## config.mk

```make
export PLATFORM = sky130hd
export DESIGN_NAME = muldiv_unit
export DESIGN_NICKNAME = d
export VERILOG_FILES = /design/src/rtl/muldiv_unit.sv
export SDC_FILE = /design/constraint.sdc
export NUM_CORES = 1
export LEC_CHECK = 0
export ABC_AREA = 1
export CORE_ASPECT_RATIO = 1.5
export CORE_MARGIN = 2
export CORE_UTILIZATION = 25
export CTS_BUF_LIST = sky130_fd_sc_hd__clkbuf_2
export CTS_CLUSTER_DIAMETER = 40
export CTS_CLUSTER_SIZE = 30
export DETAILED_ROUTE_END_ITERATION = 6
export SKIP_CTS_REPAIR_TIMING = 1
export SYNTH_ARGS = -nofsm -noshare
export SYNTH_HDL_FRONTEND = slang
export SYNTH_SLANG_ARGS = --single-unit
```

## constraint.sdc

```tcl
create_clock -name clk -period 3.1 [get_ports clk]
set_input_delay 0.775 -clock clk [delete_from_list [all_inputs] [get_ports clk]]
set_output_delay 0.775 -clock clk [all_outputs]
set_load 0.02 [all_outputs]
```

## src/rtl/muldiv_unit.sv

```systemverilog
// Iterative HI/LO multiply/divide unit: MULT/MULTU/DIV/DIVU take WIDTH+2 edges,
// MTHI/MTLO write in one edge. Sign handling is done on magnitudes around the loop.
module muldiv_unit #(
  parameter int WIDTH = 32
) (
  input  logic             clk,
  input  logic             rst,
  input  logic             start_i,
  input  logic [2:0]       op_i,
  input  logic [WIDTH-1:0] rs_i,
  input  logic [WIDTH-1:0] rt_i,
  input  logic             cancel_i,
  output logic             busy_o,
  output logic             done_o,
  output logic [WIDTH-1:0] hi_o,
  output logic [WIDTH-1:0] lo_o
);

  localparam int CW = (WIDTH > 1) ? $clog2(WIDTH) : 1;

  typedef enum logic [1:0] {
    S_IDLE,
    S_CALC,
    S_SIGN
  } state_t;

  state_t           r_state;
  logic [CW-1:0]    r_cnt;
  logic [WIDTH-1:0] r_ah;
  logic [WIDTH-1:0] r_al;
  logic [WIDTH-1:0] r_b;
  logic [WIDTH-1:0] r_hi;
  logic [WIDTH-1:0] r_lo;
  logic             r_div;
  logic             r_neg_q;
  logic             r_neg_r;
  logic             r_dz;
  logic             r_busy;
  logic             r_done;

  logic             w_is_md;
  logic             w_neg_a;
  logic             w_neg_b;
  logic [WIDTH-1:0] w_abs_a;
  logic [WIDTH-1:0] w_abs_b;
  logic [WIDTH:0]   w_madd;
  logic [WIDTH:0]   w_rem;
  logic [WIDTH:0]   w_diff;
  logic [2*WIDTH-1:0] w_prod;
  logic [2*WIDTH-1:0] w_prod_fix;
  logic [WIDTH-1:0] w_quo;
  logic [WIDTH-1:0] w_rmd;

  always_comb begin
    w_is_md = ~op_i[2];
    w_neg_a = ~op_i[0] & rs_i[WIDTH-1];
    w_neg_b = ~op_i[0] & rt_i[WIDTH-1];
    w_abs_a = w_neg_a ? -rs_i : rs_i;
    w_abs_b = w_neg_b ? -rt_i : rt_i;
  end

  // Both loops share {r_ah, r_al}: multiply shifts the product right through it,
  // divide shifts the dividend left out of r_al into the partial remainder r_ah.
  always_comb begin
    w_madd = {1'b0, r_ah} + (r_al[0] ? {1'b0, r_b} : '0);
    w_rem  = {r_ah, r_al[WIDTH-1]};
    w_diff = w_rem - {1'b0, r_b};
  end

  // A zero divisor leaves the quotient all ones and the remainder equal to |rs|;
  // restoring the dividend sign on that remainder yields rs itself.
  always_comb begin
    w_prod     = {r_ah, r_al};
    w_prod_fix = r_neg_q ? -w_prod : w_prod;
    w_quo      = r_dz ? '1 : (r_neg_q ? -r_al : r_al);
    w_rmd      = r_neg_r ? -r_ah : r_ah;
  end

  always_ff @(posedge clk) begin
    if (rst) begin
      r_state <= S_IDLE;
      r_cnt   <= '0;
      r_ah    <= '0;
      r_al    <= '0;
      r_b     <= '0;
      r_hi    <= '0;
      r_lo    <= '0;
      r_div   <= 1'b0;
      r_neg_q <= 1'b0;
      r_neg_r <= 1'b0;
      r_dz    <= 1'b0;
      r_busy  <= 1'b0;
      r_done  <= 1'b0;
    end else begin
      r_done <= 1'b0;
      case (r_state)
        S_IDLE: begin
          if (start_i && !cancel_i) begin
            if (w_is_md) begin
              r_ah    <= '0;
              r_al    <= w_abs_a;
              r_b     <= w_abs_b;
              r_div   <= op_i[1];
              r_neg_q <= w_neg_a ^ w_neg_b;
              r_neg_r <= w_neg_a;
              r_dz    <= op_i[1] & (rt_i == '0);
              r_cnt   <= CW'(WIDTH - 1);
              r_busy  <= 1'b1;
              r_state <= S_CALC;
            end else if (op_i == 3'b100) begin
              r_hi <= rs_i;
            end else if (op_i == 3'b101) begin
              r_lo <= rs_i;
            end
          end
        end
        S_CALC: begin
          if (cancel_i) begin
            r_busy  <= 1'b0;
            r_state <= S_IDLE;
          end else begin
            if (r_div) begin
              r_ah <= w_diff[WIDTH] ? w_rem[WIDTH-1:0] : w_diff[WIDTH-1:0];
              r_al <= {r_al[WIDTH-2:0], ~w_diff[WIDTH]};
            end else begin
              {r_ah, r_al} <= {w_madd, r_al[WIDTH-1:1]};
            end
            if (r_cnt == '0) begin
              r_state <= S_SIGN;
            end else begin
              r_cnt <= r_cnt - 1'b1;
            end
          end
        end
        S_SIGN: begin
          r_busy  <= 1'b0;
          r_state <= S_IDLE;
          if (!cancel_i) begin
            if (r_div) begin
              r_hi <= w_rmd;
              r_lo <= w_quo;
            end else begin
              r_hi <= w_prod_fix[2*WIDTH-1:WIDTH];
              r_lo <= w_prod_fix[WIDTH-1:0];
            end
            r_done <= 1'b1;
          end
        end
        default: begin
          r_busy  <= 1'b0;
          r_state <= S_IDLE;
        end
      endcase
    end
  end

  assign busy_o = r_busy;
  assign done_o = r_done;
  assign hi_o   = r_hi;
  assign lo_o   = r_lo;

endmodule

```

# Yosys cells after proc, flatten, opt, wreduce, memory -nomap -nowiden
# Cells that the tools add are included.
dict set report word_totals {
  ff_bits 173
  in_bits 71
  output_inout_bits 66
  elab_cells 105
}
dict set report classes {
  addsub 8
  n_eq_ne 15
  n_mux 46
  bitwise 8
  reduce_logical 15
}
# cell count
set ops {}
lappend ops {{2-to-1 mux 32 bit} 26}
lappend ops {{one-hot mux 32 bit (2 select lines)} 4}
lappend ops {{negator 32 bit} 4}
lappend ops {{2-to-1 mux 64 bit} 1}
lappend ops {{negator 64 bit} 1}
lappend ops {{adder 32 x 32 -> 33 bit} 1}
lappend ops {{subtractor 33 x 32 -> 33 bit} 1}
lappend ops {{zero test 32 bit} 1}
lappend ops {{2-to-1 mux 5 bit} 4}
lappend ops {{!= test 2 bit (second input constant)} 10}
lappend ops {{one-hot mux 5 bit (2 select lines)} 1}
lappend ops {{AND reduction 5 bit} 2}
lappend ops {{AND reduction 3 bit} 3}
lappend ops {{2-to-1 mux 2 bit} 4}
lappend ops {{== test 3 bit (second input constant)} 2}
lappend ops {{AND reduction 6 bit} 1}
lappend ops {{zero test 5 bit} 1}
lappend ops {{subtractor 5 x 1 -> 5 bit (second input constant)} 1}
lappend ops {{2-to-1 mux 1 bit} 4}
lappend ops {{NOT 1 bit} 4}
lappend ops {{one-hot mux 2 bit (2 select lines)} 1}
lappend ops {{AND reduction 4 bit} 1}
lappend ops {{nonzero test 2 bit} 2}
lappend ops {{AND 1 bit} 3}
lappend ops {{9 further kinds} 9}

# Logic depth before layout (Yosys ltp)
dict set report logic_depth {
  word_depth 6
  mapped_depth 19
  mapped_depth_nobuf 18
}

# Worst setup path after synthesis
# Ideal clock, no wire load.
dict set report synth_path {
  path_type {flip-flop to flip-flop}
  startpoint {register r_al[0]}
  endpoint {register r_ah[27]}
  setup_time_ps 132
  arrival_time_ps 2479
  required_time_ps 2968
  setup_slack_ps 489
  stages_incl_launch_ff 18
  path_buffers 2
  period_less_slack_ps 2611
  cell_sequence {dfxtp_1 buf_2 buf_1 nand2_1 inv_1 ha_1 inv_1 fa_1 o21ai_0 nand2_1 nand2_1 nand2_1 nand2_1 nand2_1 nand3_1 nand3_1 nand3_1 a21oi_1}
}
dict set report synth_via {
  elab_chain_len 5
}
# item line_no
set synth_rtl {}
lappend synth_rtl {{from (decl)} 30} ;# logic [WIDTH-1:0] r_al;
lappend synth_rtl {{from (signal assigned)} 101} ;# r_al <= w_abs_a;
lappend synth_rtl {{from (signal assigned)} 124} ;# r_al <= {r_al[WIDTH-2:0], ~w_diff[WIDTH]};
lappend synth_rtl {{from (signal assigned)} 126} ;# {r_ah, r_al} <= {w_madd, r_al[WIDTH-1:1]};
lappend synth_rtl {{2-to-1 mux 32 bit} 65} ;# w_madd = {1'b0, r_ah} + (r_al[0] ? {1'b0, r_b} : '0);
lappend synth_rtl {{adder 32 x 32 -> 33 bit} 65}
lappend synth_rtl {{2-to-1 mux 32 bit} 122} ;# if (r_div) begin
lappend synth_rtl {{2-to-1 mux 32 bit} 118} ;# if (cancel_i) begin
lappend synth_rtl {{one-hot mux 32 bit (2 select lines)} 96} ;# case (r_state)
lappend synth_rtl {{to (signal assigned)} 123} ;# r_ah <= w_diff[WIDTH] ? w_rem[WIDTH-1:0] : w_diff[WIDTH-1:0];
lappend synth_rtl {{to (signal assigned)} 126}
lappend synth_rtl {{to (decl)} 29} ;# logic [WIDTH-1:0] r_ah;
# Every way passes these cells. The select of a mux whose other input is x is not followed.
# A chain may end at the register's enable or synchronous reset.

# Worst setup path in the final report
dict set report layout_path {
  startpoint {register r_busy, in the netlist busy_o}
  endpoint {output busy_o}
}
# item line_no
set layout_lines {}
lappend layout_lines {{from (decl)} 38} ;# logic r_busy;
lappend layout_lines {{from (signal assigned)} 92} ;# r_busy <= 1'b0;
lappend layout_lines {{from (signal assigned)} 108} ;# r_busy <= 1'b1;
lappend layout_lines {{from (signal assigned)} 119} ;# r_busy <= 1'b0;
lappend layout_lines {{to (decl)} 13} ;# output logic busy_o,
# No word-level cell between the ends.

==> metrics.csv <==
metric,value,unit
Syn Inst Count,3006,
Synth Register Bits,173,
WP data arrival,2.19,ns
post-layout min period,2.969,ns
Setup CP Type,reg -> out,
area grow syn2layout,18.24,%
Ys Warns,0,
Clock Path Buffers,2,
Initial Utilization,25.31,%
"slowest stage delay, CP",0.67,ns
"delay-heaviest family, CP",buffers and inverters,
r2r worst-path depth,17,
# clock sinks,173,
Pwr per Cell Area,321.8,nW/um^2
Vias,20410,
Critical Path Stages,1,
DR iter-0 viols,1936,
first-pass GRT wire length,113500,um
Die Y,322.8,um
CP Launch Point,busy_o$_SDFFE_PP0P_,
syn nets,3149,
largest net degree at the start of global routing,89,
number of global-route vias before repair,19549,
cts bufs inserted,17,
Post-synth top cells,"nand2_1, inv_1, nor2_1",
HPWL after DPL,60510,um
RePlAce Congestion,0.9784,
Post-Syn Area,16930,sq um
Syn Area/Cell,5.633,sq um
Top Ports,137,
Buffers & Inverters on Critical Path,1,
HP Class,in -> reg,
synth unique cells,51,
register area share after synthesis,20.45,%
f_max,336.8,MHz
Root Driver,clkbuf_2,
fin crit share,95.77,%
fin util,29.92,%
total number of H-tree levels,4,
drt drc,0,
Post-synth EDFFs,0,
Routed Antenna Nets,0,
max_cap viols,0,
grt met1 use,22.60,%
clk_skew,0.07438,ns
Reg2Reg Launch Point,r_ah[0]$_SDFFE_PP0P_,
GR Util All Layers,21.36,%
clock latency at the later pin of the worst-skew pair,1.00,ns
DR WL/cell,18.71,um
layout cell share with drive strength beyond 1,7.154,%
Final setup viols,0,
setup_tns,0,ns
post-synth top area share,20.45,%
GRT Residual Overflow,0,
hold path depth,4,
initial antenna violation count,2,
fin nets,3289,
outcome,"finished, final reports clean",
worst-path maximum fanout,2,
Worst-path clk slew,0.35,ns
Layout fillers,7611,
actual slew at the worst max-slew pin,0.7008,ns
top-count cell post-synth,nand2_1,
Pins Over Slew Limit,0,
Worst path slowest cell,clkdlybuf4s50_1,
DIE WIDTH,216.5,um
final hold violation count,0,
Max-slew headroom,53.28,%
top_reg_cell synth,dfxtp_1,
R2R Path End,r_ah[25]$_SDFFE_PP0P_,
Leak,0.009328,uW
layer with the highest usage,met2,
Vias/cell,5.042,
grt met2 use,36.87,%
Peak VDD IR,0.0002090,V
r2r setup slk,0.22,ns
FP Rows,116,
ys async rst share,0,%
Die ar.,69880,sq um
CP startpoint kind,register,
DRT Wirelength,75730,um
PortBufs,136,
CP Data Required Time,2.32,ns
"top cells by area, synth","dfxtp_1, nand2_1, inv_1, nand3_1, a21oi_1",
biggest area consumer among synthesized cells,dfxtp_1,
First-pass DRT Iterations,6,
Core Area,66910,sq um
Setup crit end kind,output port,
CTS tree,built,
met3 GRT Util,2.980,%
RSZ-0062 raised after global routing,no,
CP Capture Point,busy_o,
crit-path cells,clkdlybuf4s50_1,
## cell usage in the layout, fill, tap and decap left out, types with 37 or more instances in the layout
cell,instances
o21ai_1,55
xor2_1,37
a31oi_1,42
nand3_1,278
buf_4,90
o21ai_0,258
a21oi_1,262
clkdlybuf4s50_1,135
dfxtp_1,171
nand2_1,730
nor2_1,326
ha_1,69
inv_1,423
## cell type report
type                            count  area, sq um  area share, %
Clock inverter                     15        210.2          1.050
Timing Repair Buffer              231         2132          10.65
Inverter                          446         1674          8.361
Multi-Input combinational cell   2277        11330          56.60
Clock buffer                       17        85.08         0.4249
Sequential cell                   173         3471          17.34
Tap cell                          885         1107          5.531
Antenna cell                        4        10.01        0.04999
## how the worst min path moves through the flow
stage	slack, ns	end	startpoint
2_1_floorplan	0.42	r_cnt[0]$_SDFFE_PP0P_	r_cnt[0]$_SDFFE_PP0P_
3_3_place_gp	0.44	r_cnt[0]$_SDFFE_PP0P_	r_cnt[0]$_SDFFE_PP0P_
3_5_place_dp	0.44	r_cnt[0]$_SDFFE_PP0P_	r_cnt[0]$_SDFFE_PP0P_
4_1_cts	0.24	hi_o[8]$_SDFFE_PP0P_	rst
5_1_grt	0.25	busy_o$_SDFFE_PP0P_	rst
6_report	0.31	busy_o$_SDFFE_PP0P_	rst
## routing by layer
metal,routed length [um],share of wire [%]
met5,0,0
met4,7714,10
met3,4191,5.5
met2,36310,48
met1,27510,36
## per-stage QoR
step	power, uW	std cells	area (sq um)	setup WS, ns	hold slack [ns]
2_1_floorplan	4084	3006	16930	0.4886	0.4224
3_3_place_gp	4951	4012	19710	0.06394	0.4354
3_5_place_dp	4958	4012	19710	0.06886	0.4424
4_1_cts	6427	4044	20000	0.07549	0.2430
5_1_grt	6807	4046	20020	0.01612	0.2519
6_report	6444	4048	20020	0.1311	0.3057
## power by group
group	internal, uW	leakage [uW]	switching, uW
Sequential	2360	0.00141	153
Combinational	801	0.00775	1660
Clock	375	0.000170	1100
## sequential cells by signal, indices dropped and copies added, names as in the netlist
| register | cells |
|---|---|
| busy_o | 1 |
| done_o | 1 |
| hi_o | 32 |
| lo_o | 32 |
| r_ah | 32 |
| r_al | 32 |
| r_b | 32 |
| r_cnt | 5 |
| r_div | 1 |
| r_dz | 1 |
| r_neg_q | 1 |
| r_neg_r | 1 |
| r_state | 2 |
## cell families after synthesis
kind of cell    after synthesis  synth area share (%)
xor+xnor                     50                 2.586
buf+inv                     556                 12.70
flops                       173                 20.45
simple gates               1493                 38.16
compound gates              662                 20.70
fa+ha+maj                    72                 5.409
Note: power is estimated with default switching activity, not from simulation.
